## config.mk

```make
export PLATFORM = sky130hd
export DESIGN_NAME = reset_sequencer
export DESIGN_NICKNAME = d
export VERILOG_FILES = /design/src/rtl/reset_seq_pkg.sv /design/src/rtl/sync_2ff.sv /design/src/rtl/reset_sequencer.sv
export SDC_FILE = /design/constraint.sdc
export NUM_CORES = 1
export LEC_CHECK = 0
export ABC_AREA = 0
export CAP_MARGIN = 20
export CORE_AREA = 2 2 70 72
export DETAILED_ROUTE_END_ITERATION = 10
export DIE_AREA = 0 0 72 74
export GPL_TIMING_DRIVEN = 0
export PLACE_DENSITY = 0.74
export REMOVE_ABC_BUFFERS = 1
export SLEW_MARGIN = 5
export SYNTH_ARGS = -nofsm -noshare
export SYNTH_HDL_FRONTEND = slang
export SYNTH_SLANG_ARGS = --single-unit
```

## constraint.sdc

```tcl
create_clock -name clk -period 3.95 [get_ports clk]
set_input_delay 0.79 -clock clk [delete_from_list [all_inputs] [get_ports clk]]
set_output_delay 0.79 -clock clk [all_outputs]
set_load 0.02 [all_outputs]
```

## src/rtl/reset_seq_pkg.sv

```systemverilog
// Shared encodings for the SoC reset sequencer: FSM states, reset-cause codes
// and a small helper used to size counters.
package reset_seq_pkg;

    typedef enum logic [2:0] {
        StHold      = 3'd0,
        StPorWait   = 3'd1,
        StPeriphRel = 3'd2,
        StRun       = 3'd3,
        StSoft      = 3'd4
    } seq_state_e;

    typedef enum logic [1:0] {
        CAUSE_POR  = 2'b00,
        CAUSE_LOCK = 2'b01,
        CAUSE_SOFT = 2'b10,
        CAUSE_WDOG = 2'b11
    } cause_e;

    function automatic int unsigned max_u(input int unsigned a, input int unsigned b);
        return (a > b) ? a : b;
    endfunction

endpackage

```

## src/rtl/sync_2ff.sv

```systemverilog
// Single-bit two-flop synchronizer with asynchronous active-low clear.
// Used for PLL lock here and for PS/2 and UART RX inputs elsewhere.
module sync_2ff (
    input  logic i_clk,
    input  logic i_rst_n,
    input  logic i_d,
    output logic o_q
);

    logic r_meta;
    logic r_sync;

    always_ff @(posedge i_clk or negedge i_rst_n) begin
        if (!i_rst_n) begin
            r_meta <= 1'b0;
            r_sync <= 1'b0;
        end else begin
            r_meta <= i_d;
            r_sync <= r_meta;
        end
    end

    assign o_q = r_sync;

endmodule

```

## src/rtl/reset_sequencer.sv

```systemverilog
// Staged system-reset sequencer for the 6502 SoC: lock filter, power-on delay,
// peripheral then CPU release, plus soft reset, watchdog and lock-loss handling.
module reset_sequencer
    import reset_seq_pkg::*;
#(
    parameter int unsigned LOCK_FILT   = 16,
    parameter int unsigned POR_CYCLES  = 256,
    parameter int unsigned CPU_DLY     = 16,
    parameter int unsigned SOFT_CYCLES = 32,
    parameter int unsigned WDOG_BITS   = 20
) (
    input  logic       clk,
    input  logic       reset_n,
    input  logic       pll_lock,
    input  logic       soft_req,
    input  logic       wdog_en,
    input  logic       wdog_kick,
    output logic       periph_reset,
    output logic       cpu_reset,
    output logic       running,
    output logic [1:0] cause,
    output logic [2:0] state
);

    localparam int unsigned CNT_MAX = max_u(max_u(LOCK_FILT, POR_CYCLES),
                                            max_u(CPU_DLY, SOFT_CYCLES));
    localparam int unsigned CNT_W   = (CNT_MAX > 1) ? $clog2(CNT_MAX) : 1;

    localparam logic [CNT_W-1:0] LOCK_LAST   = CNT_W'(LOCK_FILT - 1);
    localparam logic [CNT_W-1:0] POR_LAST    = CNT_W'(POR_CYCLES - 1);
    localparam logic [CNT_W-1:0] CPU_LAST    = CNT_W'(CPU_DLY - 1);
    localparam logic [CNT_W-1:0] SOFT_LAST   = CNT_W'(SOFT_CYCLES - 1);
    localparam logic [CNT_W-1:0] CNT_ONE     = CNT_W'(1);
    localparam logic [WDOG_BITS-1:0] WDOG_ONE = WDOG_BITS'(1);

    seq_state_e           r_state;
    seq_state_e           w_state_d;
    cause_e               r_cause;
    cause_e               w_cause_d;
    logic [CNT_W-1:0]     r_filt;
    logic [CNT_W-1:0]     w_filt_d;
    logic [CNT_W-1:0]     r_cnt;
    logic [CNT_W-1:0]     w_cnt_d;
    logic [WDOG_BITS-1:0] r_wdog;
    logic [WDOG_BITS-1:0] w_wdog_d;
    logic                 r_periph_reset;
    logic                 r_cpu_reset;
    logic                 r_running;
    logic                 w_periph_d;
    logic                 w_cpu_d;
    logic                 w_running_d;
    logic                 w_lock_s;
    logic                 w_lock_loss;
    logic                 w_wdog_expire;

    sync_2ff u_lock_sync (
        .i_clk   (clk),
        .i_rst_n (reset_n),
        .i_d     (pll_lock),
        .o_q     (w_lock_s)
    );

    assign w_lock_loss   = (r_state != StHold) && !w_lock_s;
    // A kick landing on the expiry cycle rescues the system.
    assign w_wdog_expire = (r_state == StRun) && wdog_en && (r_wdog == '1) && !wdog_kick;

    always_comb begin
        w_state_d = r_state;
        w_cause_d = r_cause;
        w_filt_d  = r_filt;
        w_cnt_d   = r_cnt;

        case (r_state)
            StHold: begin
                if (!w_lock_s) begin
                    w_filt_d = '0;
                end else if (r_filt == LOCK_LAST) begin
                    w_state_d = StPorWait;
                end else begin
                    w_filt_d = r_filt + CNT_ONE;
                end
            end
            StPorWait: begin
                if (r_cnt == POR_LAST) begin
                    w_state_d = StPeriphRel;
                end else begin
                    w_cnt_d = r_cnt + CNT_ONE;
                end
            end
            StPeriphRel: begin
                if (r_cnt == CPU_LAST) begin
                    w_state_d = StRun;
                end else begin
                    w_cnt_d = r_cnt + CNT_ONE;
                end
            end
            StRun: begin
                if (w_wdog_expire) begin
                    w_state_d = StSoft;
                    w_cause_d = CAUSE_WDOG;
                end else if (soft_req) begin
                    w_state_d = StSoft;
                    w_cause_d = CAUSE_SOFT;
                end
            end
            StSoft: begin
                // Soft reset skips the lock filter and goes straight to the POR delay.
                if (r_cnt == SOFT_LAST) begin
                    w_state_d = StPorWait;
                end else begin
                    w_cnt_d = r_cnt + CNT_ONE;
                end
            end
            default: begin
                w_state_d = StHold;
            end
        endcase

        if (w_lock_loss) begin
            w_state_d = StHold;
            w_cause_d = CAUSE_LOCK;
        end

        if (w_state_d != r_state) begin
            w_cnt_d  = '0;
            w_filt_d = '0;
        end
    end

    always_comb begin
        w_wdog_d = '0;
        if ((r_state == StRun) && (w_state_d == StRun) && wdog_en && !wdog_kick) begin
            w_wdog_d = r_wdog + WDOG_ONE;
        end
    end

    // Pin values are decoded from the next state so they register alongside it.
    always_comb begin
        w_periph_d  = 1'b1;
        w_cpu_d     = 1'b1;
        w_running_d = 1'b0;
        case (w_state_d)
            StPeriphRel: begin
                w_periph_d = 1'b0;
            end
            StRun: begin
                w_periph_d  = 1'b0;
                w_cpu_d     = 1'b0;
                w_running_d = 1'b1;
            end
            default: begin
                w_periph_d = 1'b1;
            end
        endcase
    end

    always_ff @(posedge clk or negedge reset_n) begin
        if (!reset_n) begin
            r_state        <= StHold;
            r_cause        <= CAUSE_POR;
            r_filt         <= '0;
            r_cnt          <= '0;
            r_wdog         <= '0;
            r_periph_reset <= 1'b1;
            r_cpu_reset    <= 1'b1;
            r_running      <= 1'b0;
        end else begin
            r_state        <= w_state_d;
            r_cause        <= w_cause_d;
            r_filt         <= w_filt_d;
            r_cnt          <= w_cnt_d;
            r_wdog         <= w_wdog_d;
            r_periph_reset <= w_periph_d;
            r_cpu_reset    <= w_cpu_d;
            r_running      <= w_running_d;
        end
    end

    assign periph_reset = r_periph_reset;
    assign cpu_reset    = r_cpu_reset;
    assign running      = r_running;
    assign cause        = r_cause;
    assign state        = r_state;

endmodule

```

---- Yosys cells after proc, flatten, opt, wreduce, memory -nomap -nowiden ----
Index checks and enable logic that the tools add are counted.
W data, S select, Z words.
storage, ports and cells
  register bits ........................... 46
  input port bits ......................... 6
  output and inout port bits .............. 8
  logic and storage cells ................. 74
cells by class
  add/sub/neg operators ................... 3
  equal/unequal tests ..................... 16
  mux-type cells .......................... 26
  reduce and logical (&&, ||, !) cells .... 19
operator list
  cell                     number
  $mux W8                  8
  $mux W3                  8
  $pmux W8 S3              1
  $add A20 B1 Y20 const B  1
  $eq A20 B20 Y1 const B   1
  $mux W20                 1
  $add A8 B1 Y8 const B    2
  $eq A8 B4 Y1 const B     2
  $pmux W3 S5              1
  $eq A3 B2 Y1 const B     4
  $ne A3 B3 Y1 const B     4
  $eq A8 B5 Y1 const B     1
  $eq A8 B8 Y1 const B     1
  $mux W2                  4
  $logic_and A1 B1 Y1      7
  $reduce_bool A3 Y1       2
  $reduce_and A2 Y1        2
  $reduce_and A4 Y1        1
  $reduce_bool A2 Y1       2
  $reduce_bool A4 Y1       1
  $eq A3 B1 Y1 const B     1
  $eq A3 B3 Y1 const B     1
  $logic_not A3 Y1         1
  $mux W1                  3
  other kinds (3)          4

---- Depth between registers and ports, before layout ----
  word-level depth ........................ 12
  gate-level depth with buffers ........... 8

---- Cells and area by module ----
A second synthesis with hierarchy kept.
unflattened totals
  cells, all modules ...................... 244
  area total of the unflattened synthesis .. 2,343.5 um^2
modules (own cells, without submodules)
  module           times used  cells an instance  area an instance (um^2)
  reset_sequencer  1           242                2,293.4
  sync_2ff         1           2                  50.0

---- Least setup slack after synthesis ----
No wires, ideal clock.
  path type ............................... reg2reg
  start ................................... register r_cnt[0]
  end ..................................... register r_cnt[0]
  setup time .............................. 125 ps
  arrival ................................. 1,925 ps
  setup slack ............................. 1,900 ps
  stages on the path, launching flop included .. 8
  buffers on the path ..................... 1
  clock period less this slack ............ 2,050 ps
  cell sequence ........................... dfrtp_1 > ha_1 > nand3_4 > or4_1 > o211a_1 > o311ai_4 > buf_6 > nor3_1
on the way
  cells in the longest elaborated chain, start to end .. 7
  elaborated cells between the ends (all ways) .. 20
ends and longest elaborated chain
  element                                                                     RTL line                                                              text
  start: declaration                                                          reset_sequencer.sv:42                                                 logic [CNT_W-1:0] r_cnt;
  start signal: assignment                                                    reset_sequencer.sv:171                                                r_cnt <= w_cnt_d;
  $eq A8 B5 Y1, or another cell as far along                                  reset_sequencer.sv:108                                                if (r_cnt == SOFT_LAST) begin
  $mux W3, on equally long branches                                           reset_sequencer.sv:108, reset_sequencer.sv:84, reset_sequencer.sv:91
  $pmux W3 S5                                                                 reset_sequencer.sv:73                                                 case (r_state)
  $mux W3                                                                     reset_sequencer.sv:119                                                if (w_lock_loss) begin
  $ne A3 B3 Y1                                                                reset_sequencer.sv:124                                                if (w_state_d != r_state) begin
  $ne A3 B3 Y1 (no source line) / $reduce_bool A4 Y1 (equally long branches)  --
  $reduce_and A4 Y1 (no source line)                                          --
Several ways; a longest one is shown, not always the timed one. The select of a mux whose other input is x is not followed.
A chain may end at the register's enable or synchronous reset.

---- Worst setup path in the final report ----
  start ................................... register r_state[1], in the netlist state[1]
  end ..................................... register r_wdog[3]
on the way
  cells in the longest elaborated chain, start to end .. 12
  elaborated cells between the ends (all ways) .. 24
ends and longest elaborated chain
  element                                RTL line                                                              text
  start: declaration                     reset_sequencer.sv:36                                                 seq_state_e r_state;
  start signal: assignment               reset_sequencer.sv:159                                                r_state <= StHold;
  start signal: assignment               reset_sequencer.sv:168                                                r_state <= w_state_d;
  $eq A3 B2 Y1                           reset_sequencer.sv:65, reset_sequencer.sv:73, reset_sequencer.sv:132
  $logic_and A1 B1 Y1 (3 in series)      reset_sequencer.sv:65                                                 assign w_wdog_expire = (r_state == StRun) && wdog_en && (r_wdog == '1) && !wdog_kick;
  $mux W3                                reset_sequencer.sv:98                                                 if (w_wdog_expire) begin
  $pmux W3 S5                            reset_sequencer.sv:73
  $mux W3                                reset_sequencer.sv:119
  $eq A3 B2 Y1                           reset_sequencer.sv:132                                                if ((r_state == StRun) && (w_state_d == StRun) && wdog_en && !wdog_kick) begin
  $logic_and A1 B1 Y1 (*) (3 in series)  reset_sequencer.sv:132
  $mux W20 (*)                           reset_sequencer.sv:132
  named net w_wdog_d[3]                  reset_sequencer.sv:45                                                 logic [WDOG_BITS-1:0] w_wdog_d;
  end signal: assignment                 reset_sequencer.sv:172                                                r_wdog <= w_wdog_d;
  end: declaration                       reset_sequencer.sv:44                                                 logic [WDOG_BITS-1:0] r_wdog;
The timed path passes the listed nets; every way through them passes the cells marked *.

==> metrics <==
post-synthesis register bit count 46; wire length of the first global-routing pass 8140 µm; Placed Instances 309; die height 74 µm; clock slew at reported path FFs 0.09 ns; cell breakdown of the critical path nand2_1 > nor4b_2 > a41oi_2 > o211ai_1 > buf_4 > nor2_1; type of the worst min-delay path flop to flop; fin crit period 2.84 ns; result of the run complete, no violations; Setup TNS 0 ns; leading cell type by number of instances after synthesis dfrtp_1; post-layout power 0.802 mW; total count of hold-check failures in the final report 0; Remaining Overflow, GRT 0; # port buffers 13; share of async-settable or async-resettable flops after synthesis 1.00; largest stage delay on the critical path 0.73 ns; Vias per Instance 5.93; Post-Synthesis Mean Instance Area 9.86 µm²; pwr dens 294 nW/µm²; CP Data Arrival Time 3.03 ns; worst-case headroom to the max-slew limit 0.440; total die area 5330 µm²; reported max-cap violation count 0; count of synthesis-stage warnings from yosys 0; cell types occupying the most area after synthesis dfrtp_1 (45%), nor2_1 (5.3%), xnor2_1 (5.3%); starting density of the core 0.538; global router's overall resource usage 0.197; most common library cells after synthesis dfrtp_1 (44), nor2_1 (35), nor3_1 (16), xnor2_1 (15), xor2_1 (15); maximum clock rate 353 MHz; Sink Count 46; antenna violations before repair 0; largest net degree at the start of global routing 33; Top FF cell, synth dfrtp_1; Crit Path Max Fanout 16; final number of setup-violating endpoints 0; setup ws final 1.11 ns; CTS tree built; final std cell area, no fill 2730 µm²; Wirelength per Cell 15.1 µm; minimum setup slack after placement 0.894 ns; count of flip-flops with a built-in enable after synthesis 0; post-synth cell types 50; share of the core filled with cells in the final layout 0.593; Min Hold Slack 0.371 ns; Final GP Congestion 0.806; x dimension of the die 72 µm; kind of start point of the critical path flop; count of non-filler cells in the finished layout 318; top-area cell type share of the netlist area 0.445; Longest Clk Path Bufs 2; DR vias 1887; nets 272; register area share after synthesis 0.466; Residual DRC 0; placeable core region 4600 µm²; clock buffer count from CTS 5; gate count of the mapped netlist 251; unrepaired setup endpoints after global routing false; post-route fraction of the period consumed by the critical path 0.718; worst-path cell with the longest stage delay o211ai_1; # rows 25; Syn Std Cell Area 2470 µm²; CP Data Required Time 4.15 ns; number of buffers added to fix hold violations after cts 0; post-route antenna net violation count 0; number of diodes added for antenna fixing 0; clock skew 0.00503 ns; post-CTS sizing 0; max-slew violation count 0; total half-perimeter wirelength after legalization and detailed placement 3280 µm; capturing element type of the critical path flop; detailed-routing iteration count for the pre-antenna-repair pass 4; Clk Latency, worst-skew pair 0.30 ns; instance area at placement 2630 µm²; share of layout cells above drive strength 1 0.0985; P_leak 1.07 nW; peak ir drop on the vdd network 232 µV; vias in the first global route 1779; pin slew with the least headroom to its limit 0.837 ns; kind of critical path flop to flop; Detailed Route WL 4810 µm; root buf cell clkbuf_8; count of routing violations after the opening detailed-route iteration 90; signed area change from the synthesized netlist to the final layout 10.3%; number of top-level pins 14; cell type contributing the most total cell area after synthesis dfrtp_1; maximum level of the CTS H-tree 2; buffers inserted during post-CTS setup optimization 0
critical path: cells and delay by family, from the launching register on:
kind | cells | cell delay (ns)
DFF | 1 | 0.68
and+or+nand+nor | 3 | 0.78
buffers and inverters | 1 | 0.30
AOI/OAI and AO/OA | 2 | 0.97
where the power goes:
group | leakage [nW] | switching (mW) | internal, mW | total [mW]
logic | 0.405 | 0.0175 | 0.0114 | 0.0289
registers | 0.624 | 0.00412 | 0.474 | 0.478
clock network | 0.0441 | 0.170 | 0.125 | 0.294
total | 1.07 | 0.191 | 0.610 | 0.802
final timing paths:
kind                               startpoint         endpoint  slack (ns)  depth (start not counted)
min in group asynchronous             reset_n        r_filt[5]        0.39                          1
max in group asynchronous             reset_n        cpu_reset        2.99                          2
max                                  state[1]        r_wdog[3]        1.11                          6
min                        u_lock_sync.r_meta  u_lock_sync.o_q        0.37                          0
max reg2reg                          state[1]        r_wdog[3]        1.11                          6
min reg2reg                u_lock_sync.r_meta  u_lock_sync.o_q        0.37                          0
cell families (layout without fill, tap and decap cells):
| group | count (synthesis) | count (layout) | synth area share |
|---|---|---|---|
| muxes | 2 | 2 | 0.00809 |
| adders and majority gates | 3 | 3 | 0.0152 |
| AOI/OAI and AO/OA | 33 | 33 | 0.111 |
| buffers and inverters | 19 | 32 | 0.0379 |
| xor gates and xnor gates | 30 | 30 | 0.106 |
| DFF | 46 | 46 | 0.466 |
| and+or+nand+nor | 118 | 118 | 0.255 |
routing by layer:
| metal | vias to the layer above | GRT usage | part of all wire |
|---|---|---|---|
| li1 | 922 | - | - |
| met1 | 926 | 0.256 | 0.48 |
| met2 | 30 | 0.324 | 0.48 |
| met3 | 9 | 0.0447 | 0.027 |
| met4 | 0 | 0.0734 | 0.015 |
| met5 | - | 0 | 0 |
cell type report:
cell class	instances	area, µm²
fill	392	1870
multi-input combinational	186	1230
sequential	46	1150
timing repair buffer	16	160
clock buffer	5	68.8
tap	54	67.6
inverter	8	30.0
clock inverter	3	21.3
placed cells by master, fill, tap and decap left out, drive strengths merged, types with 4 or more instances in the layout:
master,n
dfrtp,44
nor2,35
nor3,16
xor2,15
xnor2,15
nand2,14
clkdlybuf4s50,12
nand4,11
nand3,11
inv,8
a21oi,8
nor4,6
o21ai,6
clkbuf,5
and3,4
a31oi,4
buf,4
state kept, by name, summed over array words and instances (netlist names):
name / count
running: 1
cpu_reset: 1
periph_reset: 1
r_filt: 8
u_lock_sync.r_meta: 1
r_wdog: 20
state: 3
u_lock_sync.o_q: 1
cause: 2
r_cnt: 8
No activity file was read; power rests on OpenSTA's default activity.
